--- src/rtl/rc_filter_channel_scheduler_if.sv ---
// Bus bundle for rc_filter_channel_scheduler: sample strobe, packed voice I/O, alpha config port, status.
// overrun_count exists only when SCHED_OVERRUN_CNT_EN is defined.
interface rc_filter_channel_scheduler_if #(
  parameter int CHANNELS = 4
);
  logic                    audio_clk_en;
  logic [16*CHANNELS-1:0]  in_bus;
  logic                    cfg_we;
  logic [3:0]              cfg_ch;
  logic [15:0]             cfg_alpha;
  logic [16*CHANNELS-1:0]  out_bus;
  logic                    out_valid;
  logic                    busy;
  logic                    overrun;
`ifdef SCHED_OVERRUN_CNT_EN
  logic [15:0]             overrun_count;
`endif

  modport master (
    output audio_clk_en, in_bus, cfg_we, cfg_ch, cfg_alpha,
`ifdef SCHED_OVERRUN_CNT_EN
    input  overrun_count,
`endif
    input  out_bus, out_valid, busy, overrun
  );

  modport slave (
    input  audio_clk_en, in_bus, cfg_we, cfg_ch, cfg_alpha,
`ifdef SCHED_OVERRUN_CNT_EN
    output overrun_count,
`endif
    output out_bus, out_valid, busy, overrun
  );
endinterface

--- src/rtl/rc_filter_channel_scheduler.sv ---
// One shared single-pole leaky RC low-pass datapath stepped across CHANNELS voices per sample strobe.
// Optional feature macro: SCHED_OVERRUN_CNT_EN (adds saturating overrun_count output).
module rc_filter_channel_scheduler #(
  parameter int CHANNELS      = 4,
  parameter int CLOCK_RATE    = 50000000,
  parameter int SAMPLE_RATE   = 48000,
  parameter int ALPHA_DEFAULT = 1638,
  parameter int LEAK_11       = 2048
) (
  input  logic clk,
  input  logic reset_n,
  rc_filter_channel_scheduler_if.slave sched
);

  localparam int              CW        = (CHANNELS > 1) ? $clog2(CHANNELS) : 1;
  localparam logic [15:0]     ALPHA_RST = 16'(ALPHA_DEFAULT);
  localparam logic [11:0]     LEAK_W    = 12'(LEAK_11);
  localparam logic [CW-1:0]   LAST_CH   = CW'(CHANNELS - 1);

  generate
    if ((2 * CHANNELS + 2) > (CLOCK_RATE / SAMPLE_RATE)) begin : g_rate_check
      $error("rc_filter_channel_scheduler: sequence does not fit in one sample period");
    end
    if ((CHANNELS < 1) || (CHANNELS > 16) || (LEAK_11 < 0) || (LEAK_11 > 2048)) begin : g_param_check
      $error("rc_filter_channel_scheduler: parameter out of range");
    end
  endgenerate

  typedef enum logic [1:0] {S_IDLE, S_CALC, S_ACC, S_PUBLISH} state_t;

  state_t                  r_state;
  logic [CW-1:0]           r_ch;
  logic signed [15:0]      r_x         [CHANNELS];
  logic signed [15:0]      r_y         [CHANNELS];
  logic [15:0]             r_alpha_act [CHANNELS];
  logic [15:0]             r_alpha_shd [CHANNELS];
  logic signed [33:0]      r_p;
  logic signed [28:0]      r_l;
  logic [16*CHANNELS-1:0]  r_out_bus;
  logic                    r_out_valid;
  logic                    r_busy;
  logic                    r_overrun;

  logic signed [16:0]      w_d;
  logic signed [33:0]      w_p;
  logic signed [28:0]      w_l;
  logic signed [33:0]      w_l_ext;
  logic signed [33:0]      w_sum;
  logic signed [15:0]      w_y_next;
  logic [16*CHANNELS-1:0]  w_y_flat;
  logic                    w_drop;

  // Shared multiplier pair; alpha is unsigned so it is zero-extended into the signed product.
  assign w_d     = {r_x[r_ch][15], r_x[r_ch]} - {r_y[r_ch][15], r_y[r_ch]};
  assign w_p     = $signed({1'b0, r_alpha_act[r_ch]}) * w_d;
  assign w_l     = $signed({1'b0, LEAK_W}) * r_y[r_ch];
  assign w_l_ext = 34'(r_l);
  assign w_sum   = (w_l_ext >>> 11) + (r_p >>> 16);
  assign w_drop  = sched.audio_clk_en && (r_state != S_IDLE);

  // Saturate the accumulated update to the 16-bit signed state range.
  always_comb begin
    w_y_next = w_sum[15:0];
    if (w_sum > 34'sd32767) begin
      w_y_next = 16'sh7FFF;
    end else if (w_sum < -34'sd32768) begin
      w_y_next = 16'sh8000;
    end else begin
      w_y_next = w_sum[15:0];
    end
  end

  // Flatten filter states for the single-cycle publish.
  always_comb begin
    w_y_flat = '0;
    for (int k = 0; k < CHANNELS; k++) begin
      w_y_flat[16*k +: 16] = r_y[k];
    end
  end

  // Host alpha writes land in the shadow bank only; out-of-range channel indices are ignored.
  always_ff @(posedge clk or negedge reset_n) begin
    if (!reset_n) begin
      for (int k = 0; k < CHANNELS; k++) begin
        r_alpha_shd[k] <= ALPHA_RST;
      end
    end else if (sched.cfg_we && (int'(sched.cfg_ch) < CHANNELS)) begin
      r_alpha_shd[sched.cfg_ch[CW-1:0]] <= sched.cfg_alpha;
    end
  end

  // Sequencer: snapshot, per-channel CALC/ACC steps, then atomic publish.
  always_ff @(posedge clk or negedge reset_n) begin
    if (!reset_n) begin
      r_state     <= S_IDLE;
      r_ch        <= '0;
      r_p         <= '0;
      r_l         <= '0;
      r_out_bus   <= '0;
      r_out_valid <= 1'b0;
      r_busy      <= 1'b0;
      r_overrun   <= 1'b0;
      for (int k = 0; k < CHANNELS; k++) begin
        r_x[k]         <= '0;
        r_y[k]         <= '0;
        r_alpha_act[k] <= ALPHA_RST;
      end
    end else begin
      r_out_valid <= 1'b0;
      r_overrun   <= w_drop;
      case (r_state)
        S_IDLE: begin
          if (sched.audio_clk_en) begin
            for (int k = 0; k < CHANNELS; k++) begin
              r_x[k]         <= $signed(sched.in_bus[16*k +: 16]);
              r_alpha_act[k] <= r_alpha_shd[k];
            end
            r_ch    <= '0;
            r_busy  <= 1'b1;
            r_state <= S_CALC;
          end
        end
        S_CALC: begin
          r_p     <= w_p;
          r_l     <= w_l;
          r_state <= S_ACC;
        end
        S_ACC: begin
          r_y[r_ch] <= w_y_next;
          if (r_ch == LAST_CH) begin
            r_state <= S_PUBLISH;
          end else begin
            r_ch    <= r_ch + CW'(1);
            r_state <= S_CALC;
          end
        end
        S_PUBLISH: begin
          r_out_bus   <= w_y_flat;
          r_out_valid <= 1'b1;
          r_busy      <= 1'b0;
          r_state     <= S_IDLE;
        end
        default: begin
          r_busy  <= 1'b0;
          r_state <= S_IDLE;
        end
      endcase
    end
  end

`ifdef SCHED_OVERRUN_CNT_EN
  logic [15:0] r_overrun_count;

  // Dropped-strobe counter, saturating at all-ones, cleared only by reset.
  always_ff @(posedge clk or negedge reset_n) begin
    if (!reset_n) begin
      r_overrun_count <= 16'd0;
    end else if (w_drop && (r_overrun_count != 16'hFFFF)) begin
      r_overrun_count <= r_overrun_count + 16'd1;
    end
  end

  assign sched.overrun_count = r_overrun_count;
`endif

  assign sched.out_bus   = r_out_bus;
  assign sched.out_valid = r_out_valid;
  assign sched.busy      = r_busy;
  assign sched.overrun   = r_overrun;

endmodule

--- src/flat_wrapper.sv ---
// flat-port wrapper written by rule: the top's interface ports become plain ports
module rc_filter_channel_scheduler_flat 
#(
  parameter int CHANNELS      = 4,
  parameter int CLOCK_RATE    = 50000000,
  parameter int SAMPLE_RATE   = 48000,
  parameter int ALPHA_DEFAULT = 1638,
  parameter int LEAK_11       = 2048
)
  (clk, reset_n, sched_audio_clk_en, sched_in_bus, sched_cfg_we, sched_cfg_ch, sched_cfg_alpha, sched_out_bus, sched_out_valid, sched_busy, sched_overrun);
  rc_filter_channel_scheduler_if #(.CHANNELS(CHANNELS)) sched_i ();
  input  logic clk;
  input  logic reset_n;
  input wire logic [$bits(sched_i.audio_clk_en)-1:0] sched_audio_clk_en;
  input wire logic [$bits(sched_i.in_bus)-1:0] sched_in_bus;
  input wire logic [$bits(sched_i.cfg_we)-1:0] sched_cfg_we;
  input wire logic [$bits(sched_i.cfg_ch)-1:0] sched_cfg_ch;
  input wire logic [$bits(sched_i.cfg_alpha)-1:0] sched_cfg_alpha;
  output wire logic [$bits(sched_i.out_bus)-1:0] sched_out_bus;
  output wire logic [$bits(sched_i.out_valid)-1:0] sched_out_valid;
  output wire logic [$bits(sched_i.busy)-1:0] sched_busy;
  output wire logic [$bits(sched_i.overrun)-1:0] sched_overrun;
  assign sched_i.audio_clk_en = sched_audio_clk_en;
  assign sched_i.in_bus = sched_in_bus;
  assign sched_i.cfg_we = sched_cfg_we;
  assign sched_i.cfg_ch = sched_cfg_ch;
  assign sched_i.cfg_alpha = sched_cfg_alpha;
  assign sched_out_bus = sched_i.out_bus;
  assign sched_out_valid = sched_i.out_valid;
  assign sched_busy = sched_i.busy;
  assign sched_overrun = sched_i.overrun;
  rc_filter_channel_scheduler #(.CHANNELS(CHANNELS), .CLOCK_RATE(CLOCK_RATE), .SAMPLE_RATE(SAMPLE_RATE), .ALPHA_DEFAULT(ALPHA_DEFAULT), .LEAK_11(LEAK_11)) u_core (.clk(clk), .reset_n(reset_n), .sched(sched_i));
endmodule
--- config.mk ---
export PLATFORM = sky130hd
export DESIGN_NAME = rc_filter_channel_scheduler_flat
export DESIGN_NICKNAME = d
export VERILOG_FILES = /design/src/rtl/rc_filter_channel_scheduler_if.sv /design/src/rtl/rc_filter_channel_scheduler.sv /design/src/flat_wrapper.sv
export SDC_FILE = /design/constraint.sdc
export NUM_CORES = 1
export LEC_CHECK = 0
export CORE_ASPECT_RATIO = 0.9
export CORE_UTILIZATION = 55
export DETAILED_ROUTE_END_ITERATION = 8
export GPL_ROUTABILITY_DRIVEN = 0
export PLACE_DENSITY = 0.78
export SETUP_SLACK_MARGIN = 0.3
export SLEW_MARGIN = 20
export SYNTH_ARGS = -nofsm -noshare
export SYNTH_HDL_FRONTEND = slang
export SYNTH_SLANG_ARGS = --single-unit
--- constraint.sdc ---
create_clock -name clk -period 8.75 [get_ports clk]
set_clock_uncertainty 0.05 [all_clocks]
set_input_delay 1.3125 -clock clk [delete_from_list [all_inputs] [get_ports clk]]
set_output_delay 1.3125 -clock clk [all_outputs]
set_load 0.05 [all_outputs]
==> results of run 1 <==
## what timing repair did
action | in CTS | in global routing
setup buffers | 32 | 19
gates resized for setup | 67 | 80
endpoints found under the setup margin | 15 | 15
pin swaps | 62 | 80
hold endpoints to repair | 0 | 0
## routing by layer
layer | track usage (%) | vias to the layer above | part of all wire, %
met5 | 0 | - | 0
met4 | 9.315 | 0 | 3.3
met3 | 4.902 | 176 | 8.3
met2 | 45.85 | 823 | 48
met1 | 39.94 | 9253 | 41
li1 | - | 7812 | -
## kinds of logic (layout without fill, tap and decap cells)
group | Yosys count | after routing | share of synthesized area [%]
mux | 316 | 316 | 15.96
flops | 361 | 361 | 36.43
simple gates | 524 | 524 | 9.157
buf+inv | 388 | 658 | 5.894
compound gates | 234 | 234 | 5.984
xor+xnor | 48 | 48 | 1.714
fa+ha+maj | 370 | 370 | 24.86
## layout make-up
type,instances,area (um^2)
sequential,361,9099
clock inverter,13,167.7
clock buffer,59,1172
fill,3080,14470
tap,600,750.7
timing repair buffer,279,2619
inverter,307,1155
multi-input combinational,1492,15050
## registers in the layout, indices dropped and copies added (netlist names)
signal / cells
u_core.r_ch: 2
u_core.r_alpha_act: 64
u_core.sched.out_valid: 1
u_core.r_alpha_shd: 64
u_core.r_l: 16
u_core.sched.out_bus: 64
u_core.sched.busy: 1
u_core.sched.overrun: 1
u_core.r_x: 64
u_core.r_state: 2
u_core.r_p: 18
u_core.r_y: 64
## worst min path at each step
stage,startpoint,end,slack [ns],cells after the start
6_report,u_core.sched.busy,u_core.sched.busy,0.43,1
5_1_grt,u_core.sched.busy,u_core.sched.busy,0.47,1
4_1_cts,u_core.sched.busy,u_core.sched.busy,0.44,1
3_5_place_dp,u_core.sched.busy,u_core.sched.busy,0.42,1
3_3_place_gp,u_core.sched.busy,u_core.sched.busy,0.41,1
2_1_floorplan,u_core.r_p[18],u_core.r_p[18],0.40,2
## layout by cell type, fill, tap and decap left out, types with 6 or more instances in the layout
master and instances:
a21o_1 18, a21oi_1 59, a21oi_2 11, and2_1 41, buf_4 99, buf_6 21
clkbuf_1 9, clkbuf_16 40, clkbuf_8 10, clkdlybuf4s50_1 153, dfrtp_1 311, dfstp_2 48
fa_1 203, fa_2 7, ha_1 138, ha_2 6, ha_4 16, inv_1 293
inv_2 13, mux2_2 267, mux2i_1 10, mux4_2 39, nand2_1 260, nand2_2 6
nand2b_1 14, nor2_1 126, nor2_2 9, nor2b_1 20, o21a_1 16, o21ai_0 45
o21ai_1 18, o21ai_2 7, o22a_1 8, xnor2_1 20, xnor2_2 7, xor2_1 17
## stage by stage
| stage | cells | setup WS, ns | TNS (ns) | instance area (um^2) |
|---|---|---|---|---|
| final | 3111 | 0.1371 | 0 | 30010 |
| after global routing | 3111 | -0.1528 | -0.8375 | 30010 |
| after CTS | 3091 | 0.2996 | 0 | 29450 |
| after detailed placement | 2987 | -0.3375 | -1.635 | 27590 |
| after global placement | 2987 | -0.02715 | -0.02715 | 27590 |
| after floorplan | 2241 | 0.3023 | 0 | 25090 |
==> out/results.ini, run 1 <==
[status]
status=finished, final reports clean

[cts]
cts_tree=yes
cts_num_sinks=361
clkTransAtPathRegs_ns=0.06
cts_hold_buf=0
worst_skew_pair.late_latency_ns=0.55
cts_buffers=39
h-tree-depth=2
clockRootBuffer=clkbuf_16
clockBufferDepth=3

[worst_setup_path]
max_stage_delay_ns=0.56
rrSetupSlack_ns=0.14
crit_family=adder cells
worst-path-stages=34
end_kind=flop
critPathArrivalTime_ns=8.99
cp-start-kind=flop
cpMostUsedCell=fa_1
worstReg2RegEnd=u_core.r_p[29]
crit_end=u_core.r_p[29]
cp_num_buf_inv=7
worstRegToRegCells=34
crit_path_start=u_core.r_ch[0]
crit_type=flop to flop
reg2reg_from=u_core.r_ch[0]
cp_slowest_cell=fa_1
cp_max_fo=7
crit_required_ns=9.13

[synthesis]
yosys.area.top_type=dfrtp_1
synth_commonest_cells=dfrtp_1 (313), inv_1 (307), mux2_2 (267), nand2_1 (267), fa_1 (210)
netlist_instances=2241
ys_seq_area_share_pct=36.43
netlist_area_um2=24960
async_flop_share_pct=100.0
yosysMostFrequentCell=dfrtp_1
yosys_warnings=0
synthFlopType=dfrtp_1
synth_edf_count=0
postSynthAreaPerCell_um2=11.14
ys_ff_latch=361
yosys-top-cells-area=dfrtp_1 (31%), fa_1 (17%), mux2_2 (12%)
syn_nets=2699
synth_top_area_share_pct=31.38
synth.distinct_cells=65

[flow_run]
maxCapViolCount=0

[route]
vias=18060
firstDrtPassIters=7
drc=0
wirelength_um=65060
wl_per_cell_um=20.91
initialDrtViolationCount=1377
antenna_left=0
vias_per_cell=5.806

[grt]
grt-ovfl-total=0
antenna_found_initial=0
grt_max_degree=90
grt_pass1_wl_um=102600
grt_pass1_vias=19170
grt_usage_pct=28.66

[cells_and_area]
antenna_cells=0
area_growth_pct=20.21
nNetsFinal=2938
fin_util_pct=67.46
drive_above_1_share_pct=26.96

[die]
io_pins=155
die_h_um=204.1
floorplan.rows=73
die_w_um=226.6
dieArea_um2=46250
design.core.area_um2=44480
start_util_pct=56.12

[timing]
maxSlewHeadroom_pct=30.50
holdWs_ns=0.4314
period_share_pct=98.43
worst_pin_slew_ns=1.034
finalSetupViolCount=0
drv_slew=0
hold_viol=0
timing.fmax_mhz=116.1
rsz0062_at_grt=true
period_needed_ns=8.613

[placed_design]
hpwl_um=47310
numPortBuffers=154

[worst_hold_path]
hold_class=flop to flop

Power of run 1 is left out: the tool's default activity adds up to more than one toggle a clock period on the data nets, which glitch-free logic cannot reach.
==> run 2: changes to the inputs <==
--- a/config.mk
+++ b/config.mk
@@ -8,10 +8,9 @@
 export CORE_ASPECT_RATIO = 0.9
 export CORE_UTILIZATION = 55
 export DETAILED_ROUTE_END_ITERATION = 8
-export GPL_ROUTABILITY_DRIVEN = 0
 export PLACE_DENSITY = 0.78
+export RECOVER_POWER = 100
 export SETUP_SLACK_MARGIN = 0.3
-export SLEW_MARGIN = 20
 export SYNTH_ARGS = -nofsm -noshare
 export SYNTH_HDL_FRONTEND = slang
 export SYNTH_SLANG_ARGS = --single-unit
==> out/results.ini, run 2 (synthesis gave the netlist of run 1 again) <==
[cts]
cts_tree=yes
cts_num_sinks=361  ; unchanged
clkTransAtPathRegs_ns=0.06  ; about the same
cts_buffers=38  ; -2.6%
worst_skew_pair.late_latency_ns=0.54  ; about the same
clockRootBuffer=clkbuf_16
cts_hold_buf=0  ; unchanged
clockBufferDepth=3  ; unchanged
h-tree-depth=2  ; unchanged

[worst_hold_path]
hold_class=flop to flop
min_from=u_core.sched.busy

[grt]
grt_pass1_wl_um=101300  ; -1.3%
grt_max_degree=183  ; +100%
antenna_found_initial=1  ; +1
grt_usage_pct=28.35  ; -0.32 points
grt-ovfl-total=0  ; unchanged
grt_pass1_vias=18720  ; -2.3%

[route]
met1_length_um=27420  ; +3.4%
dr_wl_met3_um=5262  ; -2.9%
antenna_left=0  ; unchanged
vias_per_cell=5.758  ; -0.84%
wl_per_cell_um=20.96  ; +0.23%
routed.top_layer=met5
initialDrtViolationCount=1457  ; +5.8%
vias=17930  ; -0.75%
firstDrtPassIters=5  ; -2
drc=0  ; unchanged
wirelength_um=65280  ; +0.33%
wl_met2_um=31140  ; +0.50%

[cells_and_area]
nNetsFinal=2947  ; +0.31%
nFillCells=3086  ; +0.19%
fin_cells=3114  ; +0.096%
fin_util_pct=67.60  ; +0.14 points
mostFrequentLayoutCells=dfrtp_1 (311), inv_1 (291), mux2_2 (263)
area_growth_pct=20.45
drive_above_1_share_pct=26.85  ; -0.11 points
layout_commonest_cell=dfrtp_1
antenna_cells=0  ; unchanged

[timing]
drv_slew=457  ; +457
timing.fmax_mhz=114.9  ; -1.1%
period_share_pct=99.49  ; +1.1 points
worst_pin_slew_ns=4.314  ; +3.280 ns
rsz0062_at_grt=true
period_needed_ns=8.706  ; +0.09288 ns
hold_viol=0  ; unchanged
maxSlewHeadroom_pct=-187.6  ; -220 points
finalSetupViolCount=0  ; unchanged
holdWs_ns=0.4359  ; +0.004525 ns

[worst_setup_path]
reg2reg_from=u_core.r_ch[0]
cpMostUsedCell=fa_1
max_stage_delay_ns=0.56  ; about the same
critPathArrivalTime_ns=9.07  ; +0.08 ns
crit_required_ns=9.11  ; -0.02 ns
cp_slowest_cell=mux4_2
end_kind=flop
crit_path_start=u_core.r_ch[0]
cp_max_fo=5  ; -2
crit_type=flop to flop
cp-start-kind=flop

[die]
dieArea_um2=46250  ; unchanged
io_pins=155  ; unchanged
floorplan.rows=73  ; unchanged
die_w_um=226.6  ; unchanged
start_util_pct=56.12  ; unchanged
design.core.area_um2=44480  ; unchanged
die_h_um=204.1  ; unchanged

[placed_design]
numPlacedInstances=2979  ; -0.27%
numPortBuffers=154  ; unchanged
hpwl_um=46690  ; -1.3%
gp_congestion=0.9604

[status]
status=finished with violations
violations=capacitance limit, slew limit

[flow_run]
maxCapViolCount=6  ; +6

-- run 2: what timing repair did --
item,CTS,global route
pin swaps,63,96
gates resized for setup,70,105
gates cloned,1,0
endpoints found under the setup margin,14,14
setup buffers,34,35
-- run 2: area by class of cell --
class                   instances  area [um^2]  area share (%)
clock buffers                  57         1114           3.703
well taps                     600        750.7           2.497
repair buffers                289         2766           9.200
inverters                     307         1152           3.832
clock inverters                 8        52.55          0.1748
multi-input cells            1492        15140           50.34
flip-flops and latches        361         9099           30.26
-- run 2: worst paths after layout --
| kind | depth (start not counted) | slack [ns] | endpoint |
|---|---|---|---|
| setup reg to reg | 32 | 0.04 | u_core.r_p[29] |
| max in group asynchronous | 2 | 3.10 | u_core.r_alpha_act[20] |
| setup / recovery | 32 | 0.04 | u_core.r_p[29] |
| hold / removal | 1 | 0.44 | u_core.sched.busy |
| min in group asynchronous | 1 | 0.80 | u_core.sched.out_bus[18] |
| hold reg to reg | 1 | 0.44 | u_core.sched.busy |
-- run 2: critical path, delay by kind of cell (launching register included) --
| family | cells | cell delay [ns] |
|---|---|---|
| adder cells (fa/ha/maj) | 9 | 3.83 |
| AO/OA/AOI/OAI | 11 | 2.30 |
| multiplexers | 2 | 0.81 |
| flip-flops | 1 | 0.51 |
| buffers and inverters | 6 | 0.48 |
| AND/OR/NAND/NOR | 3 | 0.45 |
| XOR/XNOR | 1 | 0.12 |
-- run 2: stage by stage --
step | setup slack [ns] | TNS (ns) | instance area (um^2)
4_1_cts | 0.2851 | 0 | 29380
5_1_grt | -0.1324 | -0.7438 | 30070
3_5_place_dp | -0.1827 | -0.7762 | 27550
2_1_floorplan | 0.3023 | 0 | 25090
3_3_place_gp | -0.04203 | -0.04203 | 27550
6_report | 0.04419 | 0 | 30070
-- run 2: metal layers --
layer	vias up	track usage [%]
met5	-	0
met3	128	5.980
met4	2	7.553
met2	747	44.43
li1	7819	-
met1	9233	40.24
Power of run 2 is left out for the same reason.
==> run 3: changes to the inputs <==
--- a/config.mk
+++ b/config.mk
@@ -8,7 +8,7 @@
 export CORE_ASPECT_RATIO = 0.9
 export CORE_UTILIZATION = 55
 export DETAILED_ROUTE_END_ITERATION = 8
-export PLACE_DENSITY = 0.78
+export PLACE_DENSITY = 0.75
 export RECOVER_POWER = 100
 export SETUP_SLACK_MARGIN = 0.3
 export SYNTH_ARGS = -nofsm -noshare
==> constraint.sdc (replaced) <==
create_clock -name clk -period 9.35 [get_ports clk]
set_clock_uncertainty 0.05 [all_clocks]
set_input_delay 1.4025 -clock clk [delete_from_list [all_inputs] [get_ports clk]]
set_output_delay 1.4025 -clock clk [all_outputs]
set_load 0.05 [all_outputs]
==> out/results.ini, run 3 (synthesis gave the netlist of run 1 again) <==
[status]
status=finished with violations
violations=capacitance limit, slew limit

[timing]
worst_pin_slew_ns=5.297  ; +0.9833 ns
timing.fmax_mhz=111.6  ; -2.9%
drv_slew=650  ; +42%
period_share_pct=95.84  ; -3.7 points
hold_viol=0  ; unchanged
rsz0062_at_grt=false
maxSlewHeadroom_pct=-253.2  ; -66 points
period_needed_ns=8.961  ; +0.2554 ns
finalSetupViolCount=0  ; unchanged
finalSetupTns_ns=0  ; unchanged

[route]
firstDrtPassIters=8  ; +3
drc=0  ; unchanged
wirelength_um=61860  ; -5.2%
initialDrtViolationCount=1474  ; +1.2%
wl_per_cell_um=20.30  ; -3.2%
vias_per_cell=5.739  ; -0.33%
vias=17490  ; -2.5%
antenna_left=0  ; unchanged

[cts]
cts_tree=yes
h-tree-depth=2  ; unchanged
worst_skew_pair.late_latency_ns=0.57  ; +0.03 ns
clkTransAtPathRegs_ns=0.06  ; about the same
cts_num_sinks=361  ; unchanged
clockBufferDepth=3  ; unchanged
cts_buffers=38  ; unchanged
clockRootBuffer=clkbuf_16

[cells_and_area]
nNetsFinal=2875  ; -2.4%
area_growth_pct=16.00
layout_commonest_cell=dfrtp_1
fin_util_pct=65.10  ; -2.5 points
mostFrequentLayoutCells=dfrtp_1 (311), inv_1 (306), mux2_2 (266)
drive_above_1_share_pct=21.30  ; -5.5 points

[worst_setup_path]
cp_max_fo=7  ; +2
cp-start-kind=flop
end_kind=flop
cpMostUsedCell=fa_1
crit_required_ns=9.68  ; +0.57 ns
cp_num_buf_inv=5  ; -1
worst-path-stages=33  ; +3.1%
max_stage_delay_ns=0.54  ; -0.02 ns
crit_type=flop to flop
critPathArrivalTime_ns=9.29  ; +0.22 ns
cp_slowest_cell=mux4_2
crit_family=adder cells
worstRegToRegCells=33  ; +3.1%

[grt]
met2_usage_pct=42.12  ; -2.3 points
gr-max-usage-layer=met2
grt-ovfl-total=0  ; unchanged
grt_max_degree=184  ; +0.55%
grt.met3_usage_pct=5.348  ; -0.63 points
grt_pass1_wl_um=98610  ; -2.7%
grt_pass1_vias=17930  ; -4.2%
met1_usage_pct=40.93  ; +0.69 points
antenna_found_initial=2  ; +1
grt_usage_pct=27.79  ; -0.56 points

[die]
die_w_um=226.6  ; unchanged
io_pins=155  ; unchanged
floorplan.rows=73  ; unchanged
design.core.area_um2=44480  ; unchanged
die_h_um=204.1  ; unchanged
dieArea_um2=46250  ; unchanged
start_util_pct=56.12  ; unchanged

[worst_hold_path]
hold_depth=1  ; unchanged
hold_class=flop to flop

[flow_run]
maxCapViolCount=8  ; +2

[placed_design]
hpwl_um=46430  ; -0.55%
gp_congestion=0.9033  ; -5.9%
numPortBuffers=154  ; unchanged

==> run 3: final cells by class <==
type	instances	area [um^2]
Antenna cell	1	2.502
Clock buffer	57	1092
Clock inverter	12	216.5
Fill cell	3362	15520
Inverter	307	1152
Multi-Input combinational cell	1492	14600
Sequential cell	361	9101
Tap cell	600	750.7
Timing Repair Buffer	217	2044
==> run 3: worst reg2reg max path: cells and delay by family, from the launching register on <==
| kind | cells | cell delay, ns |
|---|---|---|
| xor gates and xnor gates | 2 | 0.37 |
| buffers and inverters | 5 | 0.50 |
| DFF | 1 | 0.48 |
| adders and majority gates | 8 | 3.45 |
| muxes | 1 | 0.54 |
| AOI/OAI and AO/OA | 11 | 2.30 |
| and+or+nand+nor | 6 | 1.06 |
==> run 3: metrics by stage <==
step                setup WS (ns)  instances  hold WS [ns]  instance area [um^2]
CTS                        0.3065       3029        0.4382                 28700
floorplan                  0.3871       2241        0.4026                 24970
finish                     0.3888       3047        0.4273                 28960
global placement           0.3387       2959        0.4171                 27340
global route               0.1211       3047        0.4444                 28960
detailed placement        0.06319       2959        0.4164                 27340
==> run 3: routing by layer <==
| layer | part of all wire, % | wire length [um] | vias to the layer above |
|---|---|---|---|
| met5 | 0.019 | 12 | - |
| met3 | 7.5 | 4646 | 119 |
| met4 | 2.5 | 1546 | 2 |
| li1 | - | - | 7683 |
| met2 | 46 | 28150 | 688 |
| met1 | 44 | 27500 | 8994 |
==> run 3: path summary, 6_finish.rpt <==
path / from / to / slack (ns)
worst min register to register: u_core.sched.busy / u_core.sched.busy / 0.43
worst max register to register: u_core.r_ch[0] / u_core.r_p[32] / 0.39
max in group asynchronous: reset_n / u_core.r_alpha_shd[4] / 1.85
worst max-delay path: u_core.r_ch[0] / u_core.r_p[32] / 0.39
worst min-delay path: u_core.sched.busy / u_core.sched.busy / 0.43
min in group asynchronous: reset_n / u_core.sched.out_valid / 2.72
==> run 3: timing repair <==
item                                    in CTS  in global routing
pin swaps                                    0                 30
endpoints found under the setup margin      13                 14
buffers inserted                             1                 17
resized for setup                            6                 44
hold buffers                                 0                  0
gates cloned                                 0                  0
Power of run 3 is left out for the same reason.
